[config.mk]
export PLATFORM = sky130hd
export DESIGN_NAME = sum_result_buffer
export DESIGN_NICKNAME = d
export VERILOG_FILES = /design/src/rtl/sum_buf_pkg.sv /design/src/rtl/sum_buf_mem.sv /design/src/rtl/sum_result_buffer.sv
export SDC_FILE = /design/constraint.sdc
export NUM_CORES = 1
export LEC_CHECK = 0
export CORE_UTILIZATION = 47
export CTS_CLUSTER_DIAMETER = 60
export DETAILED_ROUTE_END_ITERATION = 6
export PLACE_DENSITY_LB_ADDON = 0.15
export RECOVER_POWER = 100
export SYNTH_ARGS = -nofsm -noshare
export SYNTH_HDL_FRONTEND = slang
export SYNTH_HIERARCHICAL = 1
export SYNTH_SLANG_ARGS = --single-unit
[constraint.sdc]
create_clock -name clk -period 1.9 [get_ports clk]
set_input_delay 0.475 -clock clk [delete_from_list [all_inputs] [get_ports clk]]
set_output_delay 0.475 -clock clk [all_outputs]
set_load 0.01 [all_outputs]
[src/rtl/sum_buf_pkg.sv]
// ============================================================================
// Module  : sum_buf_pkg
// Purpose : Shared defaults and helpers for the sum result buffer.
//           SUM_W     - result data width (matches the upstream adder)
//           SUM_DEPTH - FIFO entries (power of two, >= 2)
//           SUM_CNT_W - saturating drop-counter width (1..32)
//           sat_inc() - increment that holds at the all-ones value of a width
// Revision: 1.0 - initial release
// ============================================================================
`default_nettype none

package sum_buf_pkg;

  localparam int SUM_W     = 8;
  localparam int SUM_DEPTH = 4;
  localparam int SUM_CNT_W = 8;

  // Returns value+1, or value unchanged when it already equals the all-ones
  // pattern of 'width' bits. Widths above 32 are not supported.
  function automatic logic [31:0] sat_inc(input logic [31:0] value,
                                          input int unsigned width);
    logic [31:0] all_ones;
    all_ones = (width >= 32) ? 32'hFFFF_FFFF : ((32'd1 << width) - 32'd1);
    return (value == all_ones) ? value : (value + 32'd1);
  endfunction

endpackage

`default_nettype wire

[src/rtl/sum_buf_mem.sv]
// ============================================================================
// Module  : sum_buf_mem
// Purpose : DEPTH x W register array, one synchronous write port and one
//           combinational read port. Storage is intentionally not reset.
// Ports   : clk   - rising-edge clock
//           we    - write enable
//           waddr - write address
//           wdata - write data
//           raddr - read address
//           rdata - read data (combinational from the array)
// Revision: 1.0 - initial release
// ============================================================================
`default_nettype none

module sum_buf_mem
  import sum_buf_pkg::*;
#(
  parameter int W     = SUM_W,
  parameter int DEPTH = SUM_DEPTH,
  parameter int AW    = $clog2(DEPTH)
) (
  input  logic          clk,
  input  logic          we,
  input  logic [AW-1:0] waddr,
  input  logic [W-1:0]  wdata,
  input  logic [AW-1:0] raddr,
  output logic [W-1:0]  rdata
);

  logic [W-1:0] mem_q [DEPTH];

  always_ff @(posedge clk) begin
    if (we) begin
      mem_q[waddr] <= wdata;
    end
  end

  assign rdata = mem_q[raddr];

endmodule

`default_nettype wire

[src/rtl/sum_result_buffer.sv]
// ============================================================================
// Module  : sum_result_buffer
// Purpose : Captures one-cycle (valid, data) result pulses from the adder into
//           a first-word-fall-through FIFO and presents them over valid/ready.
//           The producer cannot be stalled, so pulses arriving while full (and
//           not freed by a same-cycle pop) are dropped, counted and flagged.
// Ports   : clk       - rising-edge clock
//           rst_n     - synchronous active-low reset
//           in_valid  - result pulse from the adder
//           in_data   - result data from the adder
//           out_valid - head entry available
//           out_ready - consumer accepts the head entry this cycle
//           out_data  - head entry data (don't-care while out_valid == 0)
//           count     - number of entries held
//           full      - count == DEPTH
//           empty     - count == 0
//           drop_cnt  - saturating count of dropped results
//           overflow  - sticky flag, set by the first drop
// Revision: 1.0 - initial release
// ============================================================================
`default_nettype none

module sum_result_buffer
  import sum_buf_pkg::*;
#(
  parameter int W     = SUM_W,
  parameter int DEPTH = SUM_DEPTH,
  parameter int CNT_W = SUM_CNT_W
) (
  input  logic                       clk,
  input  logic                       rst_n,
  input  logic                       in_valid,
  input  logic [W-1:0]               in_data,
  output logic                       out_valid,
  input  logic                       out_ready,
  output logic [W-1:0]               out_data,
  output logic [$clog2(DEPTH+1)-1:0] count,
  output logic                       full,
  output logic                       empty,
  output logic [CNT_W-1:0]           drop_cnt,
  output logic                       overflow
);

  localparam int PW = $clog2(DEPTH);
  localparam int CW = $clog2(DEPTH+1);

  logic [PW-1:0]    wr_ptr_q, wr_ptr_d;
  logic [PW-1:0]    rd_ptr_q, rd_ptr_d;
  logic [CW-1:0]    count_q, count_d;
  logic [CNT_W-1:0] drop_cnt_q, drop_cnt_d;
  logic             overflow_q, overflow_d;

  logic w_full;
  logic w_empty;
  logic w_pop;
  logic w_push;
  logic w_drop;

  assign w_full  = (count_q == CW'(DEPTH));
  assign w_empty = (count_q == '0);

  // A pop in the same cycle frees the slot the incoming pulse needs, so a
  // full buffer still accepts a result when the consumer is draining.
  assign w_pop  = !w_empty && out_ready;
  assign w_push = in_valid && (!w_full || w_pop);
  assign w_drop = in_valid && w_full && !w_pop;

  sum_buf_mem #(
    .W     (W),
    .DEPTH (DEPTH),
    .AW    (PW)
  ) u_mem (
    .clk   (clk),
    .we    (w_push),
    .waddr (wr_ptr_q),
    .wdata (in_data),
    .raddr (rd_ptr_q),
    .rdata (out_data)
  );

  always_comb begin
    wr_ptr_d   = wr_ptr_q;
    rd_ptr_d   = rd_ptr_q;
    count_d    = count_q;
    drop_cnt_d = drop_cnt_q;
    overflow_d = overflow_q;

    // DEPTH is a power of two, so natural pointer overflow wraps modulo DEPTH.
    if (w_push) begin
      wr_ptr_d = wr_ptr_q + PW'(1);
    end
    if (w_pop) begin
      rd_ptr_d = rd_ptr_q + PW'(1);
    end

    case ({w_push, w_pop})
      2'b10:   count_d = count_q + CW'(1);
      2'b01:   count_d = count_q - CW'(1);
      default: count_d = count_q;
    endcase

    if (w_drop) begin
      drop_cnt_d = CNT_W'(sat_inc(32'(drop_cnt_q), CNT_W));
      overflow_d = 1'b1;
    end
  end

  always_ff @(posedge clk) begin
    if (!rst_n) begin
      wr_ptr_q   <= '0;
      rd_ptr_q   <= '0;
      count_q    <= '0;
      drop_cnt_q <= '0;
      overflow_q <= 1'b0;
    end else begin
      wr_ptr_q   <= wr_ptr_d;
      rd_ptr_q   <= rd_ptr_d;
      count_q    <= count_d;
      drop_cnt_q <= drop_cnt_d;
      overflow_q <= overflow_d;
    end
  end

  assign out_valid = !w_empty;
  assign count     = count_q;
  assign full      = w_full;
  assign empty     = w_empty;
  assign drop_cnt  = drop_cnt_q;
  assign overflow  = overflow_q;

endmodule

`default_nettype wire

Word-level counts from Yosys, hierarchy flattened
Memories as Yosys holds them, arrays and structs flattened. A register that Yosys moved wholly into a read port is not among the register bits.
Index checks and enable logic that the tools add are counted.
{"block": "totals", "register_bits": 16, "elab_cells": 32, "n_memories": 1, "input_bits": 12, "ramBits": 32}
{"block": "classes", "bitwise": 1, "muxes": 5, "eq_ne": 4, "add_sub_neg": 5, "reduce_logical": 11}
{"name": "u_mem.mem_q", "depth": 4, "word_bits": 8, "read_ports": 1, "rd_ports_with_merged_regs": 1, "write_ports": 1, "line": "sum_buf_mem.sv:30", "source": "logic [W-1:0] mem_q [DEPTH];"}
{"operator": "$add 8x1->8 const B", "count": 1}
{"operator": "$eq 8x8->1 const B", "count": 1}
{"operator": "$pmux 3 s2", "count": 1}
{"operator": "$add 2x1->2 const B", "count": 2}
{"operator": "$logic_and 1x1->1", "count": 4}
{"operator": "$mux 2", "count": 2}
{"operator": "$add 3x1->3 const B", "count": 1}
{"operator": "$eq 3x3->1 const B", "count": 1}
{"operator": "$logic_not 1->1", "count": 3}
{"operator": "$logic_not 3->1", "count": 1}
{"operator": "$sub 3x1->3 const B", "count": 1}
{"operator": "$eq 2x1->1 const B", "count": 1}
{"operator": "$eq 2x2->1 const B", "count": 1}
{"operator": "$mux 1", "count": 2}
{"operator": "$reduce_and 2->1", "count": 1}
{"operator": "$reduce_bool 2->1", "count": 1}
{"operator": "$logic_or 1x1->1", "count": 1}
{"operator": "$not 1->1", "count": 1}

Logic depth before layout (Yosys ltp)
Gate-level depths: netlist (run 1).
{"block": "depth", "ltp_word": 7, "ltp_mapped": 8, "mapped_depth_nobuf": 7}

By module
Netlist (run 1), hierarchy kept.
{"mod": "sum_buf_mem", "n_inst": 1, "area_per_inst_um2": 1188.6, "cells_each": 46}
{"mod": "sum_result_buffer", "n_inst": 1, "area_per_inst_um2": 832.0, "cells_each": 97}

Least setup slack after synthesis (run 1)
No wires, ideal clock.
{"block": "synth_timing", "path_type": "register to register", "startpoint": "register count_q[0], in the netlist count[0]", "endpoint": "register count_q[2], in the netlist count[2]", "setup_time_ps": 132, "path_stages_with_launch": 8, "path_slack_ps": -308, "t_arrival_ps": 2076, "t_required_ps": 1768, "cell_sequence": "dfxtp_1 > or3_2 > clkbuf_1 > nand3_1 > fa_1 > or3b_2 > a31oi_1 > a21oi_1"}
{"block": "synth_between", "elab_chain_cells": 7}
{"element": "start, declared", "line": "sum_result_buffer.sv:49", "source": "logic [CW-1:0] count_q, count_d;"}
{"element": "start signal, assigned", "line": "sum_result_buffer.sv:118", "source": "count_q <= count_d;"}
{"element": "$logic_not 3->1 *", "line": "sum_result_buffer.sv:60", "source": "assign w_empty = (count_q == '0);"}
{"element": "$logic_not 1->1 *"}
{"element": "net out_valid", "line": "sum_result_buffer.sv:34", "source": "output logic out_valid,"}
{"element": "$logic_and 1x1->1 *", "line": "sum_result_buffer.sv:64", "source": "assign w_pop = !w_empty && out_ready;"}
{"element": "$logic_or 1x1->1", "line": "sum_result_buffer.sv:65", "source": "assign w_push = in_valid && (!w_full || w_pop);"}
{"element": "$logic_and 1x1->1", "line": "sum_result_buffer.sv:65"}
{"element": "$eq 2x1->1 or $eq 2x2->1 (tied branches)", "line": "sum_result_buffer.sv:96", "source": "case ({w_push, w_pop})"}
{"element": "$pmux 3 s2 or $reduce_bool 2->1 (tied branches)"}
The timed path passes the listed nets; every way through them passes the cells marked *.
A chain may end at the register's enable or synchronous reset.

==> impl_metrics.ini, run 1 <==
[run_status]
run_status = finished, violations left
violations = setup timing

[routing]
detail_route.wl_per_cell_microns = 14.63
detail_route.vias_per_cell = 5.355
detail_route.first_pass.iterations = 4
antenna_violating_nets_post_route = 0
detailedRoute.firstIterationViolations = 60
drcViolationCount = 0
finalWirelength_mm = 3.628
vias = 1328

[hold_path]
min_path_cells = 2
hold_path_startpoint = overflow
min-delay-path-class = flop to flop
holdPathEnd = overflow

[logic_synthesis]
synth_top_family_by_area = simple AND/OR/NAND/NOR gates
yosys_most_used_dff = sky130_fd_sc_hd__edfxtp_1
cell_count_after_synthesis = 143
xor_and_xnor_area_share_after_synthesis_pct = 3.034
ys_types = 41
synth.mux.area_fraction_pct = 9.412
synth.avg_cell_area_sq_um = 14.13
number_of_synthesized_flops_with_an_enable_pin = 32
postSynthNetCount = 157
synth_compound_area_share_pct = 6.873
post_synth_and_or_nand_nor_area_fraction_pct = 12.69
post_synth_instance_area_sq_um = 2021
synth_sequential_area_ratio_pct = 63.41
async_flop_share_pct = 0
synth.yosys.warnings = 6
synth_adder_area_share_pct = 1.610
ys_seq_elements = 48

[critical_path]
crit_path_start_kind = flop
path_cells = buf_12, mux4_2, buf_6
critPathMaxStageDelay_ns = 0.52
crit-reg2reg-capture = count[1]
worstPathMaxFanout = 9
cp-end-kind = output pin
regToRegStartpoint = count[0]
crit_required_ns = 1.42
timing_worst_setup_path_type = flop to output pin
cpMaxStageDelayCell = sky130_fd_sc_hd__mux4_2
timing.reg2reg.setup_slack_ns = -0.02
arrival_ns = 1.45
worst-r2r-cell-count = 6

[layout]
fin_util_pct = 65.49
fillCellCount = 313
final-seq-area_sq_um = 1291
finalInstanceArea_sq_um = 2658
fin_nets = 211
finalNonFillerCells = 248
final_layout_size_suffix_gt1_share_pct = 26.77
insertedDiodeCount = 0
syn2layout_area_growth_pct = 31.52
multiInputGateArea_sq_um = 700.7

[clock_tree]
clkLatencyLatePin_ns = 0.29
cts_max_level = 2
hold_buf_count_cts = 0
cts_root_buffer = sky130_fd_sc_hd__clkbuf_8
cts_tree = done
cts-root-to-sink-buffers = 2
cts.reportedPaths.clkPinSlew_ns = 0.09
cts.sinks = 48
cts-buffers-inserted = 5

[sta]
timing.max_slew.rel_slack_pct = 66.09
fmax_ghz = 0.5196
worst_clock_skew_ns = 0.005510
final_critical_path_setup_slack_ns = -0.02454
hold_violations = 0
unrepaired_setup_endpoints_after_global_routing = yes
post-route-min-period_ns = 1.925
slew_at_the_pin_closest_to_its_max_slew_limit_ns = 0.5081
setup_viol = 8
timing.hold.ws_ns = 0.5138
final_cycle_utilization_of_the_critical_path_pct = 101.3
maxSlewViolCount = 0

[global_route]
grt_antenna_before_repair = 0
grt_start_max_net_pins = 16
grt_pass1_vias = 1315
track_usage_pct = 17.53
grt_first_pass_wirelength_mm = 5.809
globalRoute.totalOverflow = 0

[place]
placed_area_sq_um = 2610
place.detailed.instances = 239
gp_congestion = 0.8646
hpwlAfterDp_mm = 2.587
port_buffers = 34

[die]
floorplan.initialDensity_pct = 49.80
num_rows = 23
io_count = 35
floorplan.core_area_sq_um = 4058
fp.dieW_microns = 67.57
floorplan.die_area_sq_um = 4566
die_h_microns = 67.57

[run]
max_cap_viol_count = 0

[pwr]
power.density_nw_per_um2 = 858.3
post-layout-total-power_mw = 2.281
total_leakage_power_nw = 0.9819
power.ir.vdd_worst_v = 0.0004375
power by group:
part           internal (mW)  switching (mW)
sequential              1.17          0.0222
combinational          0.252           0.210
clock                  0.297           0.326
total                   1.72           0.559
worst max-delay path by stage:
stage	endpoint	depth (start not counted)	from	slack (ns)
detailed placement	count[1]	7	in_valid	-0.46
floorplan	count[2]	7	in_valid	-0.11
global placement	count[2]	7	in_valid	-0.41
finish	out_data[2]	3	rd_ptr_q[0]	-0.02
CTS	count[1]	6	count[0]	-0.06
global route	count[1]	6	count[1]	-0.07
metal layers:
layer	track usage [%]	wire, microns	vias up
li1	-	-	651
met1	20.55	1564	645
met2	31.06	1874	28
met3	3.716	150	4
met4	6.649	38	0
met5	0	0	-
cell usage in the layout (no fill, tap or decap), drive strengths merged, types with 2 or more instances in the layout:
master / count
dfxtp: 16
a31oi: 3
nor2: 14
nand2: 2
inv: 8
nor3: 3
nand3: 6
clkdlybuf4s50: 6
and3b: 2
o21ai: 5
mux4: 8
buf: 19
and2: 2
or3: 3
xor2: 6
a21oi: 5
dlygate4sd3: 15
clkbuf: 13
nand3b: 2
and3: 3
edfxtp: 32
dlygate4sd2: 5
synth_stat cells, types with 2 or more instances:
library cell               count  area (sq um)
sky130_fd_sc_hd__and3b_1       2         17.52
sky130_fd_sc_hd__nor3_1        3         15.01
sky130_fd_sc_hd__nand3b_1      2         15.01
sky130_fd_sc_hd__a21oi_1       5         25.02
sky130_fd_sc_hd__inv_1         7         26.28
sky130_fd_sc_hd__a31oi_1       3         18.77
sky130_fd_sc_hd__dfxtp_1      16         320.3
sky130_fd_sc_hd__xor2_1        6         52.55
sky130_fd_sc_hd__or3_1         2         12.51
sky130_fd_sc_hd__and2_1        2         12.51
sky130_fd_sc_hd__o21ai_0       5         25.02
sky130_fd_sc_hd__edfxtp_1     32         960.9
sky130_fd_sc_hd__nor2_1       14         52.55
sky130_fd_sc_hd__nand3_1       6         30.03
sky130_fd_sc_hd__and3_1        2         12.51
sky130_fd_sc_hd__mux4_2        8         180.2
sky130_fd_sc_hd__buf_2         2         10.01
sky130_fd_sc_hd__clkbuf_1      2         7.510
sky130_fd_sc_hd__nand2_1       2         7.510
cell type report:
type	count	share of cell area (%)
Inverter	7	0.9887
Tap cell	50	2.354
Sequential cell	48	48.59
Clock inverter	2	0.5179
Timing Repair Buffer	53	18.08
Clock buffer	6	3.107
Multi-Input combinational cell	82	26.37
what timing repair did:
| action | CTS | global route |
|---|---|---|
| endpoints found under the setup margin | 14 | 10 |
| gates resized for setup | 40 | 6 |
| buffers inserted | 1 | 0 |
| pin swaps | 6 | 0 |
through the flow:
step / worst slack, ns / TNS (ns)
final: -0.02454 / -0.08912
after global routing: -0.06756 / -0.6087
after CTS: -0.06148 / -0.2554
after detailed placement: -0.4648 / -11.67
after global placement: -0.4107 / -10.57
after floorplan: -0.1053 / -0.1968
critical path, delay by kind of cell (launching register included):
kind	cells	cell delay (ns)
muxes	1	0.52
DFF	1	0.35
buffers and inverters	2	0.28
cell families (layout without fill, tap and decap cells):
| group | after synthesis | count (layout) |
|---|---|---|
| AOI/OAI and AO/OA | 20 | 20 |
| buffers and inverters | 13 | 68 |
| DFF | 48 | 48 |
| adders and majority gates | 2 | 2 |
| xor gates and xnor gates | 7 | 7 |
| muxes | 9 | 9 |
| and+or+nand+nor | 44 | 44 |
registers in the layout, summed over array words and instances (netlist names):
name,flops
count,3
rd_ptr_q,2
wr_ptr_q,2
drop_cnt,8
u_mem/mem_q,32
overflow,1
(Power assumes the default switching activity.)
==> inputs of run 2 (changes only) <==
--- a/config.mk
+++ b/config.mk
@@ -8,6 +8,7 @@
 export CORE_UTILIZATION = 47
 export CTS_CLUSTER_DIAMETER = 60
 export DETAILED_ROUTE_END_ITERATION = 6
+export HOLD_SLACK_MARGIN = 0.06
 export PLACE_DENSITY_LB_ADDON = 0.15
 export RECOVER_POWER = 100
 export SYNTH_ARGS = -nofsm -noshare
==> results of run 2 <==
Final layout, timing and power as in run 1 (identical DEF).
